$ cat config.mk
export PLATFORM = sky130hd
export DESIGN_NAME = fp16_add_unit
export DESIGN_NICKNAME = d
export VERILOG_FILES = /design/src/rtl/fp16_add_unit.sv
export SDC_FILE = /design/constraint.sdc
export NUM_CORES = 1
export LEC_CHECK = 0
export CAP_MARGIN = 20
export CORE_UTILIZATION = 50
export CTS_CLUSTER_SIZE = 25
export DETAILED_ROUTE_END_ITERATION = 8
export GPL_ROUTABILITY_DRIVEN = 0
export PLACE_DENSITY = 0.69
export SYNTH_ARGS = -nofsm -noshare
export SYNTH_HDL_FRONTEND = slang
export SYNTH_SLANG_ARGS = --single-unit
$ cat constraint.sdc
create_clock -name clk -period 5.1 [get_ports clk]
set_input_delay 1.02 -clock clk [delete_from_list [all_inputs] [get_ports clk]]
set_output_delay 1.02 -clock clk [all_outputs]
set_load 0.05 [all_outputs]
$ cat src/rtl/fp16_add_unit.sv
// fp16_add_unit: 11-stage pipelined IEEE 754 binary16 adder, round-to-nearest-even.
// One operand pair per cycle, fixed latency, no backpressure.
// Optional build macro FP16_ADD_FTZ_EN: subnormal inputs read as zero and
// subnormal results flush to zero; otherwise full gradual underflow.
module fp16_add_unit (
  input  logic        clk,
  input  logic        rstn,
  input  logic        valid_in,
  input  logic [15:0] a,
  input  logic [15:0] b,
  output logic [15:0] result,
  output logic        valid_out
);

  localparam int unsigned Latency = 11;
  localparam logic [15:0] QNan = 16'h7e00;

  // Special-case sideband: {override_valid, override_word}
  typedef logic [16:0] side_t;

  logic [Latency-1:0] valid_q;
  side_t              side_q [9];
  logic [8:2]         rsign_q;
  logic [8:1]         zsign_q;

  logic        s1_sa_q, s1_sb_q;
  logic [4:0]  s1_ea_q, s1_eb_q;
  logic [10:0] s1_ma_q, s1_mb_q;
  logic [4:0]  s2_e_q, s2_d_q;
  logic [10:0] s2_mb_q, s2_ms_q;
  logic        s2_sub_q;
  logic [4:0]  s3_e_q;
  logic [13:0] s3_big_q, s3_al_q;
  logic        s3_sub_q;
  logic [4:0]  s4_e_q;
  logic [14:0] s4_sum_q;
  logic [4:0]  s5_e_q;
  logic [14:0] s5_sum_q;
  logic [3:0]  s5_lz_q;
  logic [5:0]  s6_e_q;
  logic [13:0] s6_n_q;
  logic        s6_zero_q;
  logic [5:0]  s7_e_q;
  logic [11:0] s7_m_q;
  logic        s7_zero_q;
  logic [5:0]  s8_exp_q;
  logic [9:0]  s8_frac_q;
  logic        s8_zero_q;
  logic [15:0] s9_word_q, s10_word_q;

  logic        a_nan, b_nan, a_inf, b_inf, a_big, rnd_up;
  logic [4:0]  a_e, b_e;
  logic [10:0] a_m, b_m;
  side_t       side_d;
  logic [27:0] al_sh;
  logic [13:0] al;
  logic [3:0]  lz;
  logic [5:0]  lim, amt, nm_e, rn_exp;
  logic [13:0] nm_n;
  logic [9:0]  rn_frac;
  logic [15:0] pk_word;

  // Unpack: effective exponent/mantissa and an early verdict for NaN/Inf operands
  always_comb begin
    a_nan = (a[14:10] == 5'h1f) && (a[9:0] != 10'h0);
    b_nan = (b[14:10] == 5'h1f) && (b[9:0] != 10'h0);
    a_inf = (a[14:10] == 5'h1f) && (a[9:0] == 10'h0);
    b_inf = (b[14:10] == 5'h1f) && (b[9:0] == 10'h0);
    a_e   = (a[14:10] == 5'h0) ? 5'd1 : a[14:10];
    b_e   = (b[14:10] == 5'h0) ? 5'd1 : b[14:10];
`ifdef FP16_ADD_FTZ_EN
    a_m   = (a[14:10] == 5'h0) ? 11'h0 : {1'b1, a[9:0]};
    b_m   = (b[14:10] == 5'h0) ? 11'h0 : {1'b1, b[9:0]};
`else
    a_m   = {a[14:10] != 5'h0, a[9:0]};
    b_m   = {b[14:10] != 5'h0, b[9:0]};
`endif
    side_d = {1'b0, 16'h0000};
    if (a_nan || b_nan || (a_inf && b_inf && (a[15] != b[15]))) side_d = {1'b1, QNan};
    else if (a_inf) side_d = {1'b1, a[15], 15'h7c00};
    else if (b_inf) side_d = {1'b1, b[15], 15'h7c00};
  end

  // Compare, align (bits past the sticky window fold into sticky), leading-zero count
  always_comb begin
    a_big = {s1_ea_q, s1_ma_q} >= {s1_eb_q, s1_mb_q};
    al_sh = {s2_ms_q, 17'h0} >> s2_d_q;
    al    = al_sh[27:14] | {13'h0, |al_sh[13:0]};
    if (s2_d_q >= 5'd14) al = {13'h0, |s2_ms_q};
    lz = 4'd14;
    for (int i = 0; i < 14; i++) if (s4_sum_q[i]) lz = 4'(13 - i);
  end

  // Normalize (left shift clamped so the exponent never drops below 1), round, renormalize, pack
  always_comb begin
    lim = {1'b0, s5_e_q} - 6'd1;
    amt = ({2'b0, s5_lz_q} < lim) ? {2'b0, s5_lz_q} : lim;
    if (s5_sum_q[14]) begin
      nm_n = {s5_sum_q[14:2], |s5_sum_q[1:0]};
      nm_e = {1'b0, s5_e_q} + 6'd1;
    end else begin
      nm_n = s5_sum_q[13:0] << amt;
      nm_e = {1'b0, s5_e_q} - amt;
    end
    rnd_up = s6_n_q[2] & (s6_n_q[1] | s6_n_q[0] | s6_n_q[3]);
    if (s7_m_q[11]) begin
      rn_exp  = s7_e_q + 6'd1;
      rn_frac = 10'h0;
    end else begin
      // A subnormal that rounds up to 1024 becomes the smallest normal here
      rn_exp  = s7_m_q[10] ? s7_e_q : 6'd0;
      rn_frac = s7_m_q[9:0];
    end
    pk_word = {rsign_q[8], s8_exp_q[4:0], s8_frac_q};
    if (s8_zero_q) pk_word = {zsign_q[8], 15'h0};
    else if (s8_exp_q >= 6'd31) pk_word = {rsign_q[8], 15'h7c00};
`ifdef FP16_ADD_FTZ_EN
    else if (s8_exp_q == 6'd0) pk_word = {zsign_q[8], 15'h0};
`endif
  end

  // Control sideband: valid shift register, result sign, zero sign, special override
  always_ff @(posedge clk or negedge rstn) begin
    if (!rstn) begin
      valid_q <= '0;
      rsign_q <= '0;
      zsign_q <= '0;
      for (int i = 0; i < 9; i++) side_q[i] <= '0;
    end else begin
      valid_q   <= {valid_q[Latency-2:0], valid_in};
      rsign_q   <= {rsign_q[7:2], a_big ? s1_sa_q : s1_sb_q};
      zsign_q   <= {zsign_q[7:1], a[15] & b[15]};
      side_q[0] <= side_d;
      for (int i = 1; i < 9; i++) side_q[i] <= side_q[i-1];
    end
  end

  // Datapath stages 1..11
  always_ff @(posedge clk or negedge rstn) begin
    if (!rstn) begin
      s1_sa_q <= 1'b0;   s1_sb_q <= 1'b0;   s1_ea_q <= '0;   s1_eb_q <= '0;
      s1_ma_q <= '0;     s1_mb_q <= '0;
      s2_e_q  <= '0;     s2_d_q  <= '0;     s2_mb_q <= '0;   s2_ms_q <= '0;
      s2_sub_q <= 1'b0;
      s3_e_q  <= '0;     s3_big_q <= '0;    s3_al_q <= '0;   s3_sub_q <= 1'b0;
      s4_e_q  <= '0;     s4_sum_q <= '0;
      s5_e_q  <= '0;     s5_sum_q <= '0;    s5_lz_q <= '0;
      s6_e_q  <= '0;     s6_n_q  <= '0;     s6_zero_q <= 1'b0;
      s7_e_q  <= '0;     s7_m_q  <= '0;     s7_zero_q <= 1'b0;
      s8_exp_q <= '0;    s8_frac_q <= '0;   s8_zero_q <= 1'b0;
      s9_word_q <= '0;   s10_word_q <= '0;  result <= '0;
    end else begin
      s1_sa_q <= a[15];  s1_sb_q <= b[15];  s1_ea_q <= a_e;  s1_eb_q <= b_e;
      s1_ma_q <= a_m;    s1_mb_q <= b_m;
      s2_e_q   <= a_big ? s1_ea_q : s1_eb_q;
      s2_d_q   <= a_big ? s1_ea_q - s1_eb_q : s1_eb_q - s1_ea_q;
      s2_mb_q  <= a_big ? s1_ma_q : s1_mb_q;
      s2_ms_q  <= a_big ? s1_mb_q : s1_ma_q;
      s2_sub_q <= s1_sa_q ^ s1_sb_q;
      s3_e_q   <= s2_e_q;
      s3_big_q <= {s2_mb_q, 3'b000};
      s3_al_q  <= al;
      s3_sub_q <= s2_sub_q;
      s4_e_q   <= s3_e_q;
      s4_sum_q <= s3_sub_q ? {1'b0, s3_big_q} - {1'b0, s3_al_q}
                           : {1'b0, s3_big_q} + {1'b0, s3_al_q};
      s5_e_q   <= s4_e_q;    s5_sum_q <= s4_sum_q;  s5_lz_q <= lz;
      s6_e_q   <= nm_e;      s6_n_q   <= nm_n;      s6_zero_q <= (s5_sum_q == 15'h0);
      s7_e_q   <= s6_e_q;    s7_zero_q <= s6_zero_q;
      s7_m_q   <= {1'b0, s6_n_q[13:3]} + {11'h0, rnd_up};
      s8_exp_q <= rn_exp;    s8_frac_q <= rn_frac;  s8_zero_q <= s7_zero_q;
      s9_word_q  <= pk_word;
      s10_word_q <= side_q[8][16] ? side_q[8][15:0] : s9_word_q;
      result     <= s10_word_q;
    end
  end

  assign valid_out = valid_q[Latency-1];

endmodule

Yosys cells after proc, flatten, opt, wreduce, memory -nomap -nowiden
Index checks and enable logic that the tools add are counted.
- flip-flop bits (word level): 426
- input port bits: 35
- output and inout port bits: 17
- word-level logic and storage cells: 123
- add/subtract/negate cells: 9
- $lt $le $gt $ge: 4
- eq/ne operators: 3
- shifts and indexed selects: 2
- muxes and demuxes: 35
- bitwise operators: 6
- reduce and logical (&&, ||, !) cells: 20
- operators with widths (operator ; number):
    $mux 4 ; 13
    $mux 17 ; 3
    $mux 16 ; 2
    $mux 15 ; 2
    $mux 14 ; 2
    $shr 28x5->28 ; 1
    $mux 6 ; 4
    $mux 11 ; 2
    $logic_not 10->1 ; 2
    $mux 5 ; 4
    $reduce_bool 10->1 ; 2
    $ge 16x16->1 ; 1
    $add 14x14->15 ; 1
    $logic_not 15->1 ; 1
    $sub 14x14->15 ; 1
    $or 14x1->14 ; 1
    $reduce_or 14->1 ; 1
    $shl 14x6->14 ; 1
    $add 11x1->12 ; 1
    $reduce_or 11->1 ; 1
    $eq 5x5->1 const B ; 2
    $logic_not 5->1 ; 2
    $mux 10 ; 1
    $reduce_bool 5->1 ; 2
    other kinds (17) ; 26

Depth between registers and ports, before layout
- depth in word-level cells: 14
- depth in mapped cells: 18
- gate-level depth less buffers: 16

Least setup slack after synthesis
No wires, ideal clock.
- path kind: reg2reg
- start: register s5_e_q[0]
- end: register s6_e_q[5]
- setup time: 0.080 ns
- data arrival time: 3.256 ns
- slack: 1.764 ns
- cell stages (with the launch flop): 18
- buffers on the path: 2
- period minus slack after synthesis: 3.336 ns
- cells stage by stage: dfrtp_1 inv_1 ha_1 ha_1 o21ai_1 a22oi_2 buf_2 nand3_2 nand2_1 buf_4 nand2_1 a21oi_1 ha_1 a21o_1 a21oi_1 o21bai_1 a21oi_1 xnor2_1
- longest elaborated chain between the ends: 5
- elaborated cells on any way between the ends: 6
- RTL lines (what ; RTL line ; RTL):
    start: declaration ; 37 ; logic [4:0] s5_e_q;
    start signal: assignment ; 167 ; s5_e_q <= s4_e_q; s5_sum_q <= s4_sum_q; s5_lz_q <= lz;
    $sub 5x1->6 ; 96 ; lim = {1'b0, s5_e_q} - 6'd1;
    $lt 4x6->1 ; 97 ; amt = ({2'b0, s5_lz_q} < lim) ? {2'b0, s5_lz_q} : lim;
    $mux 6 ; 97 ;
    $sub 5x6->6 ; 103 ; nm_e = {1'b0, s5_e_q} - amt;
    $mux 6 * ; 98 ; if (s5_sum_q[14]) begin
    net nm_e[5] ; 58 ; logic [5:0] lim, amt, nm_e, rn_exp;
    end signal: assignment ; 168 ; s6_e_q <= nm_e; s6_n_q <= nm_n; s6_zero_q <= (s5_sum_q == 15'h0);
    end: declaration ; 40 ; logic [5:0] s6_e_q;
Mark *: on every way through the listed nets, which the timed path passes. The rest lies on a longest branch.

Worst setup path after layout
Same ends and word-level chain as after synthesis.

==> results.json <==
{
  "outcome": "finished clean",
  "power.leakage_nw": 6.54,
  "detailed_routing_iteration_count_for_the_pre_antenna_repair_pass": 7,
  "met3WireLength_um": 834,
  "global_route.usage.total_pct": 17.2,
  "post-synth-top-area-cell": "sky130_fd_sc_hd__dfrtp_1",
  "worst_hold_slack_ps": 340,
  "start_util_pct": 51.2,
  "number_of_max_capacitance_violations_reported": 0,
  "die_area_um2": 25600,
  "worst_slew_pin_slew_ps": 958,
  "timing.clock.skew_ps": 12.6,
  "cts.htree.levels": 1,
  "cts-hold-fix-buffers": 0,
  "grt_pass1_wl_um": 36500,
  "worst-endpoint-required_ps": 5560,
  "tritoncts.num_buffers": 30,
  "timing.critical_path.to_type": "register",
  "number_of_synthesized_register_bits": 300,
  "core_um2": 24400,
  "edff_count_synth": 0,
  "synthesis.nets": 1134,
  "detail_route.wirelength_um": 21200,
  "grt_antenna_before_repair": 0,
  "criticalPathCategory": "register to register",
  "antenna_cells": 0,
  "final_hold_viol_count": 0,
  "cts-resized-gates": 0,
  "clock_tree_from_tritoncts": "done",
  "synth-seq-area-share_pct": 60.1,
  "detailroute.via_count": 7681,
  "wire_per_inst_um": 14.8,
  "place.port_buffers": 51,
  "min_period_over_period_pct": 82.1,
  "critical_path.startpoint_type": "register",
  "detail_route.iter0.violations": 516,
  "synth.top_cell.area_share_pct": 60.1,
  "preCtsSetupSlack_ps": 942,
  "yosys.area_share.adder_pct": 6.25,
  "placed_area_um2": 13300,
  "area.growth.synth_to_final_pct": 14.1,
  "vdd_drop_max_uv": 303,
  "final_design_area_excluding_fillers_um2": 14300,
  "combinational_family_with_the_most_area_after_synthesis": "simple AND/OR/NAND/NOR gates",
  "fp.dieH_um": 160,
  "post_synth_xor_area_fraction_pct": 1.96,
  "pin_count_of_the_biggest_net_entering_global_routing": 134,
  "worst-endpoint-arrival_ps": 4650,
  "final.setup.tns_ps": 0,
  "placementRows": 57,
  "clkSlewWorstSetupHoldPaths_ps": 60,
  "powerDensity_nw_per_um2": 540,
  "syn-instance-count": 1039,
  "clock_tree.root_cell": "sky130_fd_sc_hd__clkbuf_16",
  "max-clock-path-buffers": 3,
  "synth_top_flop_cell": "sky130_fd_sc_hd__dfrtp_1",
  "timing.final.crit_period_ps": 4190,
  "route.antenna.remaining_nets": 0,
  "synth.lib_cells_used.distinct": 76,
  "grt_overflow_total": 0,
  "dr_drc_count": 0,
  "met2_length_um": 10600,
  "place.detailed.hpwl_um": 15100,
  "synthesis.yosys.warnings": 0,
  "drv_slew": 0,
  "report.final.setup_viol": 0,
  "clk-insertion-delay-late_ps": 550,
  "design.portCount": 52,
  "hp-class": "register to register",
  "cts.sink_count": 300,
  "wl_met1_um": 9230,
  "ys_top_cells_by_area": "sky130_fd_sc_hd__dfrtp_1 60%, sky130_fd_sc_hd__ha_1 5.6%, sky130_fd_sc_hd__mux2i_1 3.0%",
  "postCtsSetupRepairBufs": 0,
  "top_layer_used": "met4",
  "nNetsFinal": 1183,
  "dieWidth_um": 160,
  "achievable-frequency_ghz": 0.239,
  "synth_async_sr_flop_share_pct": 100,
  "timing.slew.headroom_pct": 36.2,
  "final_core_util_pct": 58.4,
  "commonest_non_fill_non_tap_cell_in_the_layout": "sky130_fd_sc_hd__dfrtp_1",
  "routed_via_density": 5.37,
  "post_synthesis_compound_gate_area_fraction_pct": 10.8,
  "post_synth_and_or_nand_nor_area_fraction_pct": 12.0,
  "drive_above_1_share_pct": 8.76,
  "path_max_fanout": 18,
  "layout_common_cells": "300 x sky130_fd_sc_hd__dfrtp_1, 61 x sky130_fd_sc_hd__inv_1, 61 x sky130_fd_sc_hd__nor2_1, 61 x sky130_fd_sc_hd__nand2_1, 56 x sky130_fd_sc_hd__ha_1",
  "rsz0062_at_grt": "false",
  "first_global_vias": 7670,
  "synth_mux_area_share_pct": 5.57,
  "synthesis.area_per_instance_um2": 12.0,
  "setup_ws_ps": 911,
  "cell_area_synth_um2": 12500
}
per-layer routing:
metal  track usage (%)  vias to the layer above
met5                 0                        -
met4              5.41                        0
met3              2.81                       50
met2              29.8                      183
met1              22.1                     3756
li1                  -                     3692
per-stage QoR:
| step | total power [mW] | instances |
|---|---|---|
| after floorplan | 5.01 | 1039 |
| after global placement | 5.59 | 1379 |
| after detailed placement | 5.65 | 1379 |
| after CTS | 7.77 | 1430 |
| after global routing | 8.16 | 1431 |
| final | 7.70 | 1431 |
where the power goes:
group / internal [mW] / switching [mW] / total (mW)
combinational: 0.956 / 1.24 / 2.20
clock: 1.23 / 0.845 / 2.08
sequential: 2.98 / 0.440 / 3.42
registers in the layout (all words and copies together), names as in the netlist, 12 cells and up:
register,cells
s7_m_q,12
s10_word_q,16
s6_n_q,14
s5_sum_q,15
s3_al_q,14
side_q,27
result,16
s4_sum_q,15
s9_word_q,16
synth_stat cells (3+ instances only):
| cell | instances |
|---|---|
| sky130_fd_sc_hd__dfrtp_1 | 300 |
| sky130_fd_sc_hd__inv_1 | 61 |
| sky130_fd_sc_hd__nand2_1 | 61 |
| sky130_fd_sc_hd__nor2_1 | 61 |
| sky130_fd_sc_hd__ha_1 | 56 |
| sky130_fd_sc_hd__a21oi_1 | 49 |
| sky130_fd_sc_hd__mux2i_1 | 38 |
| sky130_fd_sc_hd__nand2b_1 | 30 |
| sky130_fd_sc_hd__nor2b_1 | 29 |
| sky130_fd_sc_hd__clkbuf_1 | 25 |
| sky130_fd_sc_hd__o21ai_1 | 22 |
| sky130_fd_sc_hd__nor3_1 | 21 |
| sky130_fd_sc_hd__o21ai_0 | 21 |
| sky130_fd_sc_hd__nand3_1 | 19 |
| sky130_fd_sc_hd__mux2_2 | 18 |
| sky130_fd_sc_hd__xnor2_1 | 17 |
| sky130_fd_sc_hd__a21o_1 | 14 |
| sky130_fd_sc_hd__and2_1 | 13 |
| sky130_fd_sc_hd__nor4_1 | 12 |
| sky130_fd_sc_hd__and3_1 | 11 |
| sky130_fd_sc_hd__xor2_1 | 11 |
| sky130_fd_sc_hd__a211oi_1 | 10 |
| sky130_fd_sc_hd__a31oi_1 | 10 |
| sky130_fd_sc_hd__o21bai_1 | 9 |
| sky130_fd_sc_hd__a22o_1 | 7 |
| sky130_fd_sc_hd__a22oi_1 | 7 |
| sky130_fd_sc_hd__a311oi_1 | 7 |
| sky130_fd_sc_hd__buf_2 | 7 |
| sky130_fd_sc_hd__nand4_1 | 7 |
| sky130_fd_sc_hd__or2_2 | 6 |
| sky130_fd_sc_hd__o211ai_1 | 5 |
| sky130_fd_sc_hd__buf_1 | 4 |
| sky130_fd_sc_hd__fa_1 | 4 |
| sky130_fd_sc_hd__mux4_2 | 4 |
| sky130_fd_sc_hd__o31ai_1 | 4 |
| sky130_fd_sc_hd__a2111oi_0 | 3 |
| sky130_fd_sc_hd__a221oi_1 | 3 |
| sky130_fd_sc_hd__buf_4 | 3 |
| sky130_fd_sc_hd__o21a_1 | 3 |
| sky130_fd_sc_hd__o22ai_1 | 3 |
worst max-delay path: stages, from the launching register on:
cell and delay, ps:
sky130_fd_sc_hd__dfrtp_1 420, sky130_fd_sc_hd__inv_1 90, sky130_fd_sc_hd__ha_1 490, sky130_fd_sc_hd__ha_1 360, sky130_fd_sc_hd__o21ai_1 90, sky130_fd_sc_hd__a22o_1 410
sky130_fd_sc_hd__o21ai_2 300, sky130_fd_sc_hd__nand2_1 340, sky130_fd_sc_hd__nor3_2 510, sky130_fd_sc_hd__nor3_1 120, sky130_fd_sc_hd__ha_1 350, sky130_fd_sc_hd__a21oi_1 210
sky130_fd_sc_hd__o21bai_1 90, sky130_fd_sc_hd__a21oi_1 170, sky130_fd_sc_hd__xnor2_1 150
worst paths after layout:
kind | startpoint | end | slack (ps) | cells past startpoint
worst max-delay path | s5_e_q[0] | s6_e_q[5] | 910 | 14
worst min-delay path | zsign_q[2] | zsign_q[3] | 340 | 0
worst max register to register | s5_e_q[0] | s6_e_q[5] | 910 | 14
worst min register to register | zsign_q[2] | zsign_q[3] | 340 | 0
max in group asynchronous | rstn | s1_mb_q[3] | 3460 | 2
min in group asynchronous | rstn | result[6] | 560 | 1
cells by family after synthesis:
kind of cell,Yosys count
fa+ha+maj,60
buf+inv,101
simple gates,288
compound gates,200
flops,300
mux,62
xor+xnor,28
cell type report:
cell class	instances	area (um2)
flip-flops and latches	300	7510
well taps	324	405
multi-input cells	638	4590
clock buffers	40	828
fillers	2039	10100
inverters	61	229
clock inverters	11	126
repair buffers	57	571
Note: power is estimated with default switching activity, not from simulation.
